`config.mk`:
```
export PLATFORM = sky130hd
export DESIGN_NAME = hazard_ctrl
export DESIGN_NICKNAME = d
export VERILOG_FILES = /design/src/rtl/hazard_ctrl.sv
export SDC_FILE = /design/constraint.sdc
export NUM_CORES = 1
export LEC_CHECK = 0
export CORE_ASPECT_RATIO = 0.75
export CORE_MARGIN = 10
export CORE_UTILIZATION = 43
export CTS_CLUSTER_SIZE = 25
export DETAILED_ROUTE_END_ITERATION = 10
export PLACE_DENSITY = 0.77
export SYNTH_ARGS = -nofsm -noshare
export SYNTH_HDL_FRONTEND = slang
export SYNTH_SLANG_ARGS = --single-unit
export TNS_END_PERCENT = 100
```
`constraint.sdc`:
```
create_clock -name clk_i -period 2.57 [get_ports clk_i]
set_input_delay 0.771 -clock clk_i [delete_from_list [all_inputs] [get_ports clk_i]]
set_output_delay 0.771 -clock clk_i [all_outputs]
set_load 0.005 [all_outputs]
```
`src/rtl/hazard_ctrl.sv`:
```
// Hazard, stall and flush control for the RV32I 5-stage pipeline.
// Also provides EX operand forwarding selects and saturating perf counters.
module hazard_ctrl #(
    parameter int CNT_W       = 32,
    parameter int MEM_TIMEOUT = 64
) (
    input  logic             clk_i,
    input  logic             rst_ni,
    input  logic [4:0]       id_rs1_addr,
    input  logic [4:0]       id_rs2_addr,
    input  logic             id_rs1_used,
    input  logic             id_rs2_used,
    input  logic [4:0]       ex_rs1_addr,
    input  logic [4:0]       ex_rs2_addr,
    input  logic [4:0]       ex_rd_addr,
    input  logic             ex_rd_wren,
    input  logic             ex_is_load,
    input  logic [4:0]       mem_rd_addr,
    input  logic             mem_rd_wren,
    input  logic [4:0]       wb_rd_addr,
    input  logic             wb_rd_wren,
    input  logic             ex_br_taken,
    input  logic             dmem_req,
    input  logic             dmem_ready,
    output logic             pc_en,
    output logic             if_id_en,
    output logic             if_id_clr,
    output logic             id_ex_en,
    output logic             id_ex_clr,
    output logic             ex_mem_en,
    output logic             mem_wb_en,
    output logic [1:0]       fwd_a_sel,
    output logic [1:0]       fwd_b_sel,
    output logic [CNT_W-1:0] stall_cnt,
    output logic [CNT_W-1:0] flush_cnt,
    output logic             mem_err
);

    typedef enum logic [1:0] {RUN, LDUSE, MEMWAIT} state_t;

    localparam int WW = $clog2(MEM_TIMEOUT + 1);
    localparam logic [WW-1:0] WMAX = WW'(MEM_TIMEOUT);

    state_t        state, state_nxt;
    logic [WW-1:0] wait_cnt, wait_nxt;
    logic          freeze, flush, lduse, ld_hit;

    function automatic logic [1:0] fwd_pick(
        input logic [4:0] rs,
        input logic [4:0] mrd,
        input logic       mwr,
        input logic [4:0] wrd,
        input logic       wwr
    );
        if (mwr && mrd != 5'd0 && mrd == rs) return 2'b01;
        if (wwr && wrd != 5'd0 && wrd == rs) return 2'b10;
        return 2'b00;
    endfunction

    always_comb begin
        freeze = dmem_req & ~dmem_ready;
        ld_hit = ex_is_load & ex_rd_wren & (ex_rd_addr != 5'd0) &
                 ((id_rs1_used & (id_rs1_addr == ex_rd_addr)) |
                  (id_rs2_used & (id_rs2_addr == ex_rd_addr)));
        flush  = ~freeze & ex_br_taken;
        lduse  = ~freeze & ~ex_br_taken & ld_hit;

        pc_en     = 1'b1;
        if_id_en  = 1'b1;
        if_id_clr = 1'b0;
        id_ex_en  = 1'b1;
        id_ex_clr = 1'b0;
        ex_mem_en = 1'b1;
        mem_wb_en = 1'b1;
        state_nxt = RUN;

        unique case (1'b1)
            freeze: begin
                pc_en     = 1'b0;
                if_id_en  = 1'b0;
                id_ex_en  = 1'b0;
                ex_mem_en = 1'b0;
                mem_wb_en = 1'b0;
                state_nxt = MEMWAIT;
            end
            flush: begin
                if_id_clr = 1'b1;
                id_ex_clr = 1'b1;
            end
            lduse: begin
                pc_en     = 1'b0;
                if_id_en  = 1'b0;
                id_ex_clr = 1'b1;
                state_nxt = LDUSE;
            end
            default: ;
        endcase

        fwd_a_sel = fwd_pick(ex_rs1_addr, mem_rd_addr, mem_rd_wren,
                             wb_rd_addr, wb_rd_wren);
        fwd_b_sel = fwd_pick(ex_rs2_addr, mem_rd_addr, mem_rd_wren,
                             wb_rd_addr, wb_rd_wren);

        // Held in reset: everything disabled, bubbles injected.
        if (!rst_ni) begin
            pc_en     = 1'b0;
            if_id_en  = 1'b0;
            if_id_clr = 1'b1;
            id_ex_en  = 1'b0;
            id_ex_clr = 1'b1;
            ex_mem_en = 1'b0;
            mem_wb_en = 1'b0;
            fwd_a_sel = 2'b00;
            fwd_b_sel = 2'b00;
        end

        // A fresh wait episode starts at 1; otherwise count up and saturate.
        if (!freeze)
            wait_nxt = '0;
        else if (state != MEMWAIT)
            wait_nxt = WW'(1);
        else if (wait_cnt == WMAX)
            wait_nxt = wait_cnt;
        else
            wait_nxt = wait_cnt + WW'(1);
    end

    always_ff @(posedge clk_i or negedge rst_ni) begin
        if (!rst_ni) begin
            state     <= RUN;
            wait_cnt  <= '0;
            stall_cnt <= '0;
            flush_cnt <= '0;
            mem_err   <= 1'b0;
        end else begin
            state    <= state_nxt;
            wait_cnt <= wait_nxt;
            if (freeze && wait_nxt == WMAX)
                mem_err <= 1'b1;
            if ((freeze || lduse) && stall_cnt != '1)
                stall_cnt <= stall_cnt + 1'b1;
            if (flush && flush_cnt != '1)
                flush_cnt <= flush_cnt + 1'b1;
        end
    end

endmodule

```
After elaboration in Yosys (flattened, before gate mapping):

Cells that the tools add are included.

* mux-type cells: 28
* add/sub/neg operators: 3
* equal/unequal tests: 11
* bitwise operators: 13
* reductions and logical operators: 15

Operators by type and width (count)
* adder 32 x 1 -> 32 bit (second input constant): 2
* != test 32 bit (second input constant): 2
* equality test 5 bit: 6
* two-way mux 7 bit: 3
* two-way mux 2 bit: 10
* nonzero test 5 bit: 3
* equality test 7 bit (second input constant): 2
* two-way mux 1 bit: 14
* bitwise AND 1 bit: 9
* logical AND 1 bit: 9
* adder 7 x 1 -> 7 bit (second input constant): 1
* case mux 2 bit (2 select lines): 1
* OR reduction 2 bit: 2
* NOT 1 bit: 3
* != test 2 bit (second input constant): 1
* logical OR 1 bit: 1
* OR 1 bit: 1

* logic and storage cells: 75
* output and inout port bits: 76
* register bits after elaboration: 74
* input port bits: 46

Logic depth before layout (Yosys ltp):

Gate-level depths: netlist of the first run.

* depth in word-level cells: 8
* gate-level depth with buffers: 8
* mapped depth without buffers: 7

Worst setup path before layout of the first run:

Ideal clock, no wire load.

* path kind: input -> output
* from: input port ex_rd_addr[1]
* to: output port pc_en
* buffers on the path: 1
* slack: -124 ps
* stages on the path: 5
* data required time: 1799 ps
* arrival time: 1923 ps
* cells stage by stage: or4_4 > o2111a_1 > nand3_1 > and2_1 > buf_4

* longest elaborated chain between the ends: 8
* elaborated cells between the ends (all ways): 12
* classes of those cells: eq/ne (2); mux (2); bitwise (6); reduce/logical (2)

RTL lines
* from (decl): line 15 `input logic [4:0] ex_rd_addr,`
* equality test 5 bit (on tied branches): line 63, 64
* bitwise AND 1 bit (on tied branches): line 63, 64
* OR 1 bit: line 63 `((id_rs1_used & (id_rs1_addr == ex_rd_addr)) |`
* bitwise AND 1 bit *: line 62 `ld_hit = ex_is_load & ex_rd_wren & (ex_rd_addr != 5'd0) &`
* bitwise AND 1 bit *: line 66 `lduse = ~freeze & ~ex_br_taken & ld_hit;`
* OR reduction 2 bit (no source line) *
* two-way mux 1 bit * (2 in a row)
* to (decl): line 25 `output logic pc_en,`

Every way passes the cells marked *; elsewhere a longest branch is shown, timed or not.

Worst setup path after layout of the first run:

* from: input port wb_rd_addr[1]
* to: output port fwd_a_sel[1]

* longest elaborated chain between the ends: 8
* elaborated cells between the ends (all ways): 10
* classes of those cells: eq/ne (1); mux (6); reduce/logical (3)

RTL lines
* from (decl): line 20 `input logic [4:0] wb_rd_addr,`
* nonzero test 5 bit: line 56 `if (wwr && wrd != 5'd0 && wrd == rs) return 2'b10;`
* logical AND 1 bit: line 56
* logical AND 1 bit *: line 56
* two-way mux 1 bit (2 in a row): line 56
* two-way mux 2 bit *: line 57 `return 2'b00;`
* two-way mux 2 bit *: line 56
* two-way mux 2 bit *: line 105 `if (!rst_ni) begin`
* to (decl): line 32 `output logic [1:0] fwd_a_sel,`

Every way passes the cells marked *; elsewhere a longest branch is shown, timed or not. The select of a mux whose other input is x is not followed.

==> results by group, run 1 <==
Placed design
  • Placement Cell Area: 5780 um^2
  • IO buf count: 121
  • HPWL Detailed: 9.43 mm
  • Dpl cells: 690
  • Gpl congestion: 0.902

CTS
  • H-tree levels: 3
  • Clock Pin Slew Worst Setup and Hold Paths: 0.06 ns
  • Cts hold-fix bufs: 0
  • CTS tree: built
  • Root Buffer: clkbuf_16
  • Total clock sinks: 74
  • CTS Buf Count: 9
  • Worst skew pair latency: 0.33 ns
  • Max Root-Sink Buffers: 2

Logic synthesis
  • Syn nets: 440
  • Top cells by count, synth: dfrtp_1 (74), xnor2_1 (60), xor2_1 (39)
  • Syn Std Cell Area: 4010 um^2
  • Post-synth EDFFs: 0
  • Synth Instances: 390
  • Syn_area_per_cell: 10.3 um^2
  • Synth area leader: dfrtp_1
  • Synth Flop Type: dfrtp_1
  • Ys async rst share: 1.00
  • Seq/Total Area, Yosys: 0.461
  • Yosys reg bits: 74
  • Yosys warns: 0
  • Area contributors post-synth: dfrtp_1 (46%), xnor2_1 (13%), xor2_1 (8.5%)
  • Share of the synthesized area in the top cell type: 0.461
  • Count leader, synth: dfrtp_1
  • Synth cell types: 45

Finish
  • Fillers: 682
  • Net count, final: 633
  • Design Area, Final: 6350 um^2
  • Final cell count without fillers: 716
  • Synth-to-Final Area Change: 58.3%
  • FF+latch area: 1850 um^2
  • Multi-input gate area: 2300 um^2
  • Ant diodes: 0
  • Share of cells above drive strength 1: 0.253

Power
  • Pleak: 0.00289 uW
  • Final Power: 3350 uW
  • PwrDens: 527 nW/um^2
  • Max rail drop VDD: 0.360 mV

STA
  • Crit path time final: 2.89 ns
  • Fin crit share: 1.12
  • Worst slew pin tran: 0.510 ns
  • Fmax achieved: 346 MHz
  • Pins Over Slew Limit: 0
  • Final setup TNS: -1.88 ns
  • Count of final hold-check violations: 0
  • Post-Route Skew: 0.00795 ns
  • Slew margin rel.: 0.660
  • Final setup margin: -0.320 ns
  • RSZ-0062 raised after global routing: yes
  • Final setup viols: 7

Critical path
  • Worst Path Arrival: 2.12 ns
  • Register-to-Register Path Depth: 7
  • Worst R2R Setup Slack: 0.49 ns
  • R2R Path End: flush_cnt[7]
  • FF-to-FF Start: flush_cnt[15]
  • Critical Path RT: 1.80 ns
  • CP max stage cell: or4_4
  • Kind of critical path: input pin to output pin
  • Crit-path cells: buf_6 -> buf_6 -> xor2_1 -> or4_4 -> nor4_4 -> buf_2
  • Worst-path maximum fanout: 2
  • CP Capture Type: output pin
  • Crit start category: input pin
  • Largest stage delay, worst path: 0.56 ns
  • Worst path most repeated cell: buf_6

Global routing
  • Vias in the first global route: 3832
  • Largest net degree at the start of global routing: 42
  • GR Layer Usage met3: 0.0512
  • GRT busiest layer: met2
  • Initial antenna violation count: 0
  • Grt met1 use: 0.217
  • Total GRT Usage: 0.179
  • Gr ovfl total: 0
  • First-pass GRT wire length: 20.4 mm
  • GR Util met2: 0.304

Die
  • Site row count: 30
  • Chip height: 104 um
  • Initial core utilization: 0.442
  • CORE AREA: 9080 um^2
  • I/O Pins: 122
  • Die area: 13600 um^2
  • Die width: 132 um

Worst hold path
  • Hold WC Path Type: input pin to async pin

Run status
  • Failing checks: negative setup slack
  • Status: finished, violations left

Detailed routing
  • Drt via density: 5.15
  • Final wirelength: 12.6 mm
  • Drt pass-1 iters: 4
  • Post-route ant nets: 0
  • Via count: 3689
  • Detailed-route DRC error count: 0
  • WL per Instance: 17.7 um
  • DR iter-0 viols: 303

Flow run
  • Max_cap viols: 0
-- report_power, final --
part	internal (uW)	switching, uW
clock	808	492
combinational	397	266
sequential	1250	131
-- cell families (layout without fill, tap and decap cells) --
family          count (synthesis)  count (layout)  share of synthesized area
mux                             2               2                    0.00561
flops                          74              74                      0.461
compound gates                 16              16                     0.0331
fa+ha+maj                       4               4                     0.0125
buf+inv                        17             215                     0.0206
xor+xnor                       99              99                      0.216
simple gates                  178             178                      0.251
-- flip-flops by register name, indices dropped and copies added (netlist names) --
register	cells
flush_cnt	32
stall_cnt	32
wait_cnt	7
state	2
mem_err	1
-- critical path, delay by kind of cell --
| family | cells | cell delay [ns] |
|---|---|---|
| XOR/XNOR | 1 | 0.13 |
| buffers and inverters | 3 | 0.38 |
| AND/OR/NAND/NOR | 2 | 0.84 |
-- layout make-up --
type | instances | area share
Clock buffer | 11 | 0.0398
Clock inverter | 5 | 0.00985
Inverter | 12 | 0.00709
Multi-Input combinational cell | 299 | 0.362
Sequential cell | 74 | 0.292
Tap cell | 128 | 0.0252
Timing Repair Buffer | 187 | 0.265
-- cells in the final DEF, fill, tap and decap left out, drive strengths merged, types with 3 or more instances in the layout --
cell,synthesis,routed
xor2,39,39
dlygate4sd2,0,21
nand2,34,34
inv,12,12
buf,5,86
nand3,29,29
and3,12,12
nor3,11,11
and4,3,3
xnor2,60,60
clkbuf,0,16
ha,4,4
dfrtp,74,74
clkdlybuf4s50,0,72
and2,7,7
nand4,29,29
or4,4,4
nor4,6,6
nor2,33,33
-- repair_timing --
action	4_1_cts	5_1_grt
endpoints found under the setup margin	27	16
pin swaps	26	22
buffers inserted	7	3
gates resized for setup	126	47
-- worst max path at each step --
stage,slack (ns),start,end
after floorplan,-0.09,ex_rd_addr[1],pc_en
after global placement,-1.04,mem_rd_addr[1],fwd_a_sel[1]
after detailed placement,-1.18,mem_rd_addr[1],fwd_a_sel[1]
after CTS,-0.31,mem_rd_addr[2],fwd_b_sel[1]
after global routing,-0.34,ex_rd_addr[1],if_id_en
final,-0.32,wb_rd_addr[1],fwd_a_sel[1]
-- per-layer routing --
layer	part of all wire	vias to the layer above
met3	0.060	17
met1	0.42	1817
met2	0.51	107
li1	-	1748
met4	0.014	0
met5	0	-
-- stage by stage --
| stage | hold WS (ns) | setup slack, ns | utilization |
|---|---|---|---|
| detailed placement | 0.486 | -1.18 | 0.637 |
| global route | 0.435 | -0.336 | 0.699 |
| global placement | 0.459 | -1.04 | 0.637 |
| floorplan | 0.447 | -0.0929 | - |
| finish | 0.425 | -0.320 | 0.699 |
| CTS | 0.477 | -0.307 | 0.684 |
Power figures use the tool's default switching activity.
==> inputs of run 2 (changes only) <==
--- a/config.mk
+++ b/config.mk
@@ -7,10 +7,11 @@
 export LEC_CHECK = 0
 export CORE_ASPECT_RATIO = 0.75
 export CORE_MARGIN = 10
-export CORE_UTILIZATION = 43
+export CORE_UTILIZATION = 57
 export CTS_CLUSTER_SIZE = 25
 export DETAILED_ROUTE_END_ITERATION = 10
-export PLACE_DENSITY = 0.77
+export DONT_BUFFER_PORTS = 1
+export PLACE_DENSITY = 0.75
 export SYNTH_ARGS = -nofsm -noshare
 export SYNTH_HDL_FRONTEND = slang
 export SYNTH_SLANG_ARGS = --single-unit
==> run 2 against run 1 <==
  * The run still ends with negative setup slack left
  * Highest routed layer unchanged
  * Critical path depth shrank 2
  * Clock-buffer cell count grew 3
  * Largest cell class unchanged
  * Hold slack lost 0.31 ns
  * First-iteration DRC count shrank 45%
  * Register-to-register slack lost 0.12 ns
==> results by group, run 2 (synthesis gave the netlist of run 1 again) <==
Run status
  • Status: finished, violations left
  • Failing checks: negative setup slack

Die
  • Die area: 10800 um^2
  • CORE AREA: 6830 um^2
  • Chip height: 92.7 um
  • Initial core utilization: 0.587
  • Die width: 117 um
  • I/O Pins: 122
  • Site row count: 26

CTS
  • CTS tree: built
  • Root Buffer: clkbuf_8
  • H-tree levels: 3
  • Worst skew pair latency: 0.34 ns
  • Max Root-Sink Buffers: 2
  • Total clock sinks: 74
  • Clock Pin Slew Worst Setup and Hold Paths: 0.07 ns
  • CTS Buf Count: 9
  • Cts hold-fix bufs: 0

STA
  • Slew margin rel.: 0.698
  • Final setup viols: 4
  • Fin crit share: 1.03
  • Final setup TNS: -0.246 ns
  • Count of final hold-check violations: 0
  • Crit path time final: 2.64 ns
  • Worst slew pin tran: 0.451 ns
  • Pins Over Slew Limit: 0
  • Final Hold Slack: 0.119 ns
  • Post-Route Skew: 0.00913 ns
  • Fmax achieved: 379 MHz
  • Final setup margin: -0.0711 ns
  • RSZ-0062 raised after global routing: yes

Power
  • PwrDens: 564 nW/um^2
  • Pleak: 0.00202 uW
  • Max rail drop VDD: 0.464 mV

Detailed routing
  • Drt pass-1 iters: 4
  • DR iter-0 viols: 167
  • Final wirelength: 9.84 mm
  • Detailed-route DRC error count: 0
  • Post-route ant nets: 0
  • Wl on met1: 4.11 mm
  • Max layer used: met4
  • Routed wl met3: 1.07 mm
  • Met2 WL: 4.56 mm
  • Drt via density: 5.85
  • WL per Instance: 19.4 um
  • Via count: 2965

Finish
  • Registers with the most flip-flops: flush_cnt: 32 flops, stall_cnt: 32 flops, wait_cnt: 7 flops
  • Most frequent cells in the layout: dfrtp_1 (74), xnor2_1 (60), xor2_1 (39)
  • Net count, final: 469
  • Ant diodes: 0
  • Synth-to-Final Area Change: 12.0%
  • Most common cell after layout, fill and taps aside: dfrtp_1
  • Share of cells above drive strength 1: 0.147

Critical path
  • Critical Path RT: 1.80 ns
  • CP Capture Type: output pin
  • Worst-path maximum fanout: 3
  • Crit start category: input pin
  • Worst Path Arrival: 1.87 ns
  • Kind of critical path: input pin to output pin

Placed design
  • HPWL Detailed: 7.59 mm
  • Gpl congestion: 0.848
  • IO buf count: 0

Flow run
  • Max_cap viols: 0

Global routing
  • Initial antenna violation count: 0
  • Largest net degree at the start of global routing: 81
  • Gr ovfl total: 0
  • Total GRT Usage: 0.185
  • Vias in the first global route: 2987
  • First-pass GRT wire length: 15.9 mm

Worst hold path
  • Hold WC Path Type: input pin to async pin
-- run 2: timing repair --
action,4_1_cts,5_1_grt
buffers inserted,1,1
gates cloned,0,0
hold endpoints to repair,0,0
resized for setup,4,6
pin swaps,5,3
setup endpoints to repair,7,8
-- run 2: worst paths after layout --
| kind | start | end | slack, ns | depth (start not counted) |
|---|---|---|---|---|
| worst max-delay path | ex_rd_addr[1] | if_id_en | -0.07 | 4 |
| worst min-delay path | rst_ni | stall_cnt[11] | 0.12 | 0 |
| worst max register to register | stall_cnt[1] | stall_cnt[9] | 0.37 | 8 |
| worst min register to register | state[1] | wait_cnt[0] | 0.47 | 1 |
| max in group asynchronous | rst_ni | flush_cnt[9] | 2.29 | 0 |
| min in group clk_i | state[1] | wait_cnt[0] | 0.47 | 1 |
-- run 2: power breakdown --
group          total, uW  switching [uW]  leakage [uW]  internal [uW]
Clock                849             397     0.0000948            452
Combinational        295             136      0.000923            159
Sequential          1390             141       0.00100           1250
Total               2530             674       0.00202           1860
-- run 2: through the flow --
| stage | total power [uW] | setup slack [ns] | cells | instance area (um^2) | utilization |
|---|---|---|---|---|---|
| finish | 2530 | -0.0711 | 507 | 4500 | 0.658 |
| global route | 2680 | -0.143 | 507 | 4500 | 0.658 |
| CTS | 2560 | -0.0640 | 506 | 4460 | 0.653 |
| detailed placement | 1700 | -0.162 | 490 | 4250 | 0.621 |
| global placement | 1690 | -0.115 | 490 | 4250 | 0.621 |
| floorplan | 1580 | -0.0929 | 390 | 4020 | - |
-- run 2: critical path, cell delays in order --
cell	delay, ns
or4_4	0.54
o2111a_1	0.28
nand3_2	0.11
and2_4	0.17
-- run 2: routing by layer --
layer  vias up  track usage
met5         -            0
met1      1448        0.231
li1       1411            -
met3         8       0.0922
met2        98        0.275
met4         0       0.0565
-- run 2: area by class of cell --
| type | instances | area (um^2) |
|---|---|---|
| inverters | 12 | 45.0 |
| well taps | 84 | 105 |
| multi-input cells | 299 | 2130 |
| flip-flops and latches | 74 | 1850 |
| fillers | 572 | 2340 |
| clock inverters | 1 | 7.51 |
| clock buffers | 14 | 183 |
| repair buffers | 23 | 173 |
==> inputs of run 3 (changes only) <==
--- a/config.mk
+++ b/config.mk
@@ -5,13 +5,14 @@
 export SDC_FILE = /design/constraint.sdc
 export NUM_CORES = 1
 export LEC_CHECK = 0
+export CAP_MARGIN = 20
 export CORE_ASPECT_RATIO = 0.75
 export CORE_MARGIN = 10
-export CORE_UTILIZATION = 57
+export CORE_UTILIZATION = 67
 export CTS_CLUSTER_SIZE = 25
 export DETAILED_ROUTE_END_ITERATION = 10
 export DONT_BUFFER_PORTS = 1
-export PLACE_DENSITY = 0.75
+export PLACE_DENSITY = 0.83
 export SYNTH_ARGS = -nofsm -noshare
 export SYNTH_HDL_FRONTEND = slang
 export SYNTH_SLANG_ARGS = --single-unit
==> constraint.sdc (replaced) <==
create_clock -name clk_i -period 3.4 [get_ports clk_i]
set_input_delay 1.02 -clock clk_i [delete_from_list [all_inputs] [get_ports clk_i]]
set_output_delay 1.02 -clock clk_i [all_outputs]
set_load 0.005 [all_outputs]
==> run 3 against run 2 <==
  * The run now ends clean
  * Via count fell by 2.2%
  * Clock power fell by 31%
  * Critical endpoint unchanged
  * Clock-buffer cell count fell by 4
  * Global-route usage rose by 0.62 points
  * Cell area fell by 5.5%
  * Sequential power fell by 24%
==> results by group, run 3 (synthesis gave the netlist of run 1 again) <==
Run status
  • Status: complete, no violations

Power
  • Final Power: 1830 uW
  • Comb power frac: 0.095
  • Switch Pwr: 511 uW
  • Net Sw Frac: 0.279
  • Pleak: 0.00189 uW
  • Part of the power in the clock network: 0.323
  • Max rail drop VDD: 0.346 mV
  • Pint: 1320 uW
  • Sequential power share: 0.582
  • PwrDens: 430 nW/um^2

Finish
  • Synth-to-Final Area Change: 5.89%
  • Registers with the most flip-flops: flush_cnt: 32 flops, stall_cnt: 32 flops, wait_cnt: 7 flops
  • Ant diodes: 0
  • Design Area, Final: 4250 um^2
  • Most frequent cells in the layout: dfrtp_1 (74), xnor2_1 (60), xor2_1 (39)
  • Net count, final: 447
  • Most common cell after layout, fill and taps aside: dfrtp_1
  • Fillers: 431
  • Share of cells above drive strength 1: 0.0798

Global routing
  • First-pass GRT wire length: 14.5 mm
  • Vias in the first global route: 2845
  • Total GRT Usage: 0.192
  • Largest net degree at the start of global routing: 81
  • Initial antenna violation count: 0
  • Gr ovfl total: 0

Die
  • Site row count: 24
  • I/O Pins: 122
  • Initial core utilization: 0.689
  • Die width: 109 um
  • CORE AREA: 5830 um^2
  • Die area: 9520 um^2
  • Chip height: 87.0 um

Critical path
  • CP Capture Type: output pin
  • Kind of critical path: input pin to output pin
  • Largest stage delay, worst path: 0.54 ns
  • Crit start category: input pin
  • Crit path buffers/inverters: 0
  • Critical Path RT: 2.38 ns
  • Worst-path maximum fanout: 3
  • Crit-path cells: or4_4 -> o2111a_1 -> nand3_1 -> and2_1
  • CP top delay family: simple AND/OR/NAND/NOR gates
  • Worst Path Arrival: 2.19 ns
  • CP max stage cell: or4_4

CTS
  • H-tree levels: 3
  • Worst skew pair latency: 0.34 ns
  • Root Buffer: clkbuf_8
  • Total clock sinks: 74
  • Max Root-Sink Buffers: 2
  • CTS tree: built
  • CTS Buf Count: 9
  • Clock Pin Slew Worst Setup and Hold Paths: 0.08 ns
  • # Post-CTS Setup Buffers: 0

STA
  • Final setup TNS: 0 ns
  • Post-Route Skew: 0.0104 ns
  • Worst slew pin tran: 0.596 ns
  • Fmax achieved: 312 MHz
  • Pins Over Slew Limit: 0
  • Final Hold Slack: 0.362 ns
  • Slew margin rel.: 0.601
  • Crit path time final: 3.21 ns
  • Final setup viols: 0
  • Count of final hold-check violations: 0
  • Fin crit share: 0.944
  • RSZ-0062 raised after global routing: no

Detailed routing
  • Drt via density: 6.05
  • DR iter-0 viols: 125
  • Final wirelength: 9.07 mm
  • Post-route ant nets: 0
  • Via count: 2899
  • Drt pass-1 iters: 4
  • Detailed-route DRC error count: 0
  • WL per Instance: 18.9 um

Placed design
  • HPWL Detailed: 7.08 mm
  • Gpl congestion: 0.948
  • Placement Cell Area: 4080 um^2
  • IO buf count: 0

Worst hold path
  • Hold WC Path Type: input pin to async pin

Flow run
  • Max_cap viols: 0
## run 3: changes by cell type in the layout (fill, tap and decap cells not counted), moves of 2 or more
cell	delta
nand3_1	+2
clkbuf_8	-3
clkinv_2	+3
nand3_2	-2
and2_4	-2
buf_4	-22
and2_1	+2
## run 3: worst reg2reg max path: stages, from the launching register on
cell	delay (ns)
dfrtp_1	0.43
ha_1	0.24
nand4_1	0.19
nor4_4	0.46
a32o_2	0.27
nor2_2	0.03
buf_4	0.20
and4_1	0.25
xor2_1	0.14
## run 3: worst paths after layout
| kind | start | end | slack (ns) | cells after the start |
|---|---|---|---|---|
| worst max register to register | stall_cnt[0] | stall_cnt[14] | 1.08 | 8 |
| min in group clk_i | state[1] | wait_cnt[0] | 0.49 | 1 |
| worst min register to register | state[1] | wait_cnt[0] | 0.49 | 1 |
| worst max-delay path | ex_rd_addr[1] | if_id_en | 0.19 | 4 |
| worst min-delay path | rst_ni | flush_cnt[18] | 0.36 | 0 |
| max in group asynchronous | rst_ni | flush_cnt[2] | 2.92 | 0 |
## run 3: repair_timing
action	CTS	global route
gates resized for setup	0	0
endpoints found under the hold margin	0	0
hold buffers	0	0
endpoints found under the setup margin	0	1
## run 3: layout make-up
cell class	count	area (um^2)	share of cell area
clock inverter	5	31.3	0.00736
clock buffer	10	138	0.0324
timing repair buffer	1	7.51	0.00177
tap	78	97.6	0.0230
multi-input combinational	299	2080	0.489
sequential	74	1850	0.436
inverter	12	45.0	0.0106
## run 3: power groups by stage
stage               registers, uW  clock network (uW)  logic [uW]
finish                       1060                 590         173
global placement             1080                   0         167
floorplan                    1050                   0         151
detailed placement           1080                   0         173
global route                 1080                 648         192
CTS                          1060                 607         173
## run 3: per-stage QoR
stage,cells,setup slack (ns),util
floorplan,390,0.208,-
global placement,464,0.159,0.700
detailed placement,464,0.146,0.700
CTS,479,0.145,0.729
global route,479,0.0645,0.729
finish,479,0.191,0.729
## run 3: per-layer routing
layer / up-vias / track usage / routed length (um)
met4: 0 / 0.0495 / 44
met3: 6 / 0.0917 / 1120
met5: - / 0 / 0
met2: 116 / 0.282 / 4100
met1: 1409 / 0.248 / 3800
li1: 1368 / - / -
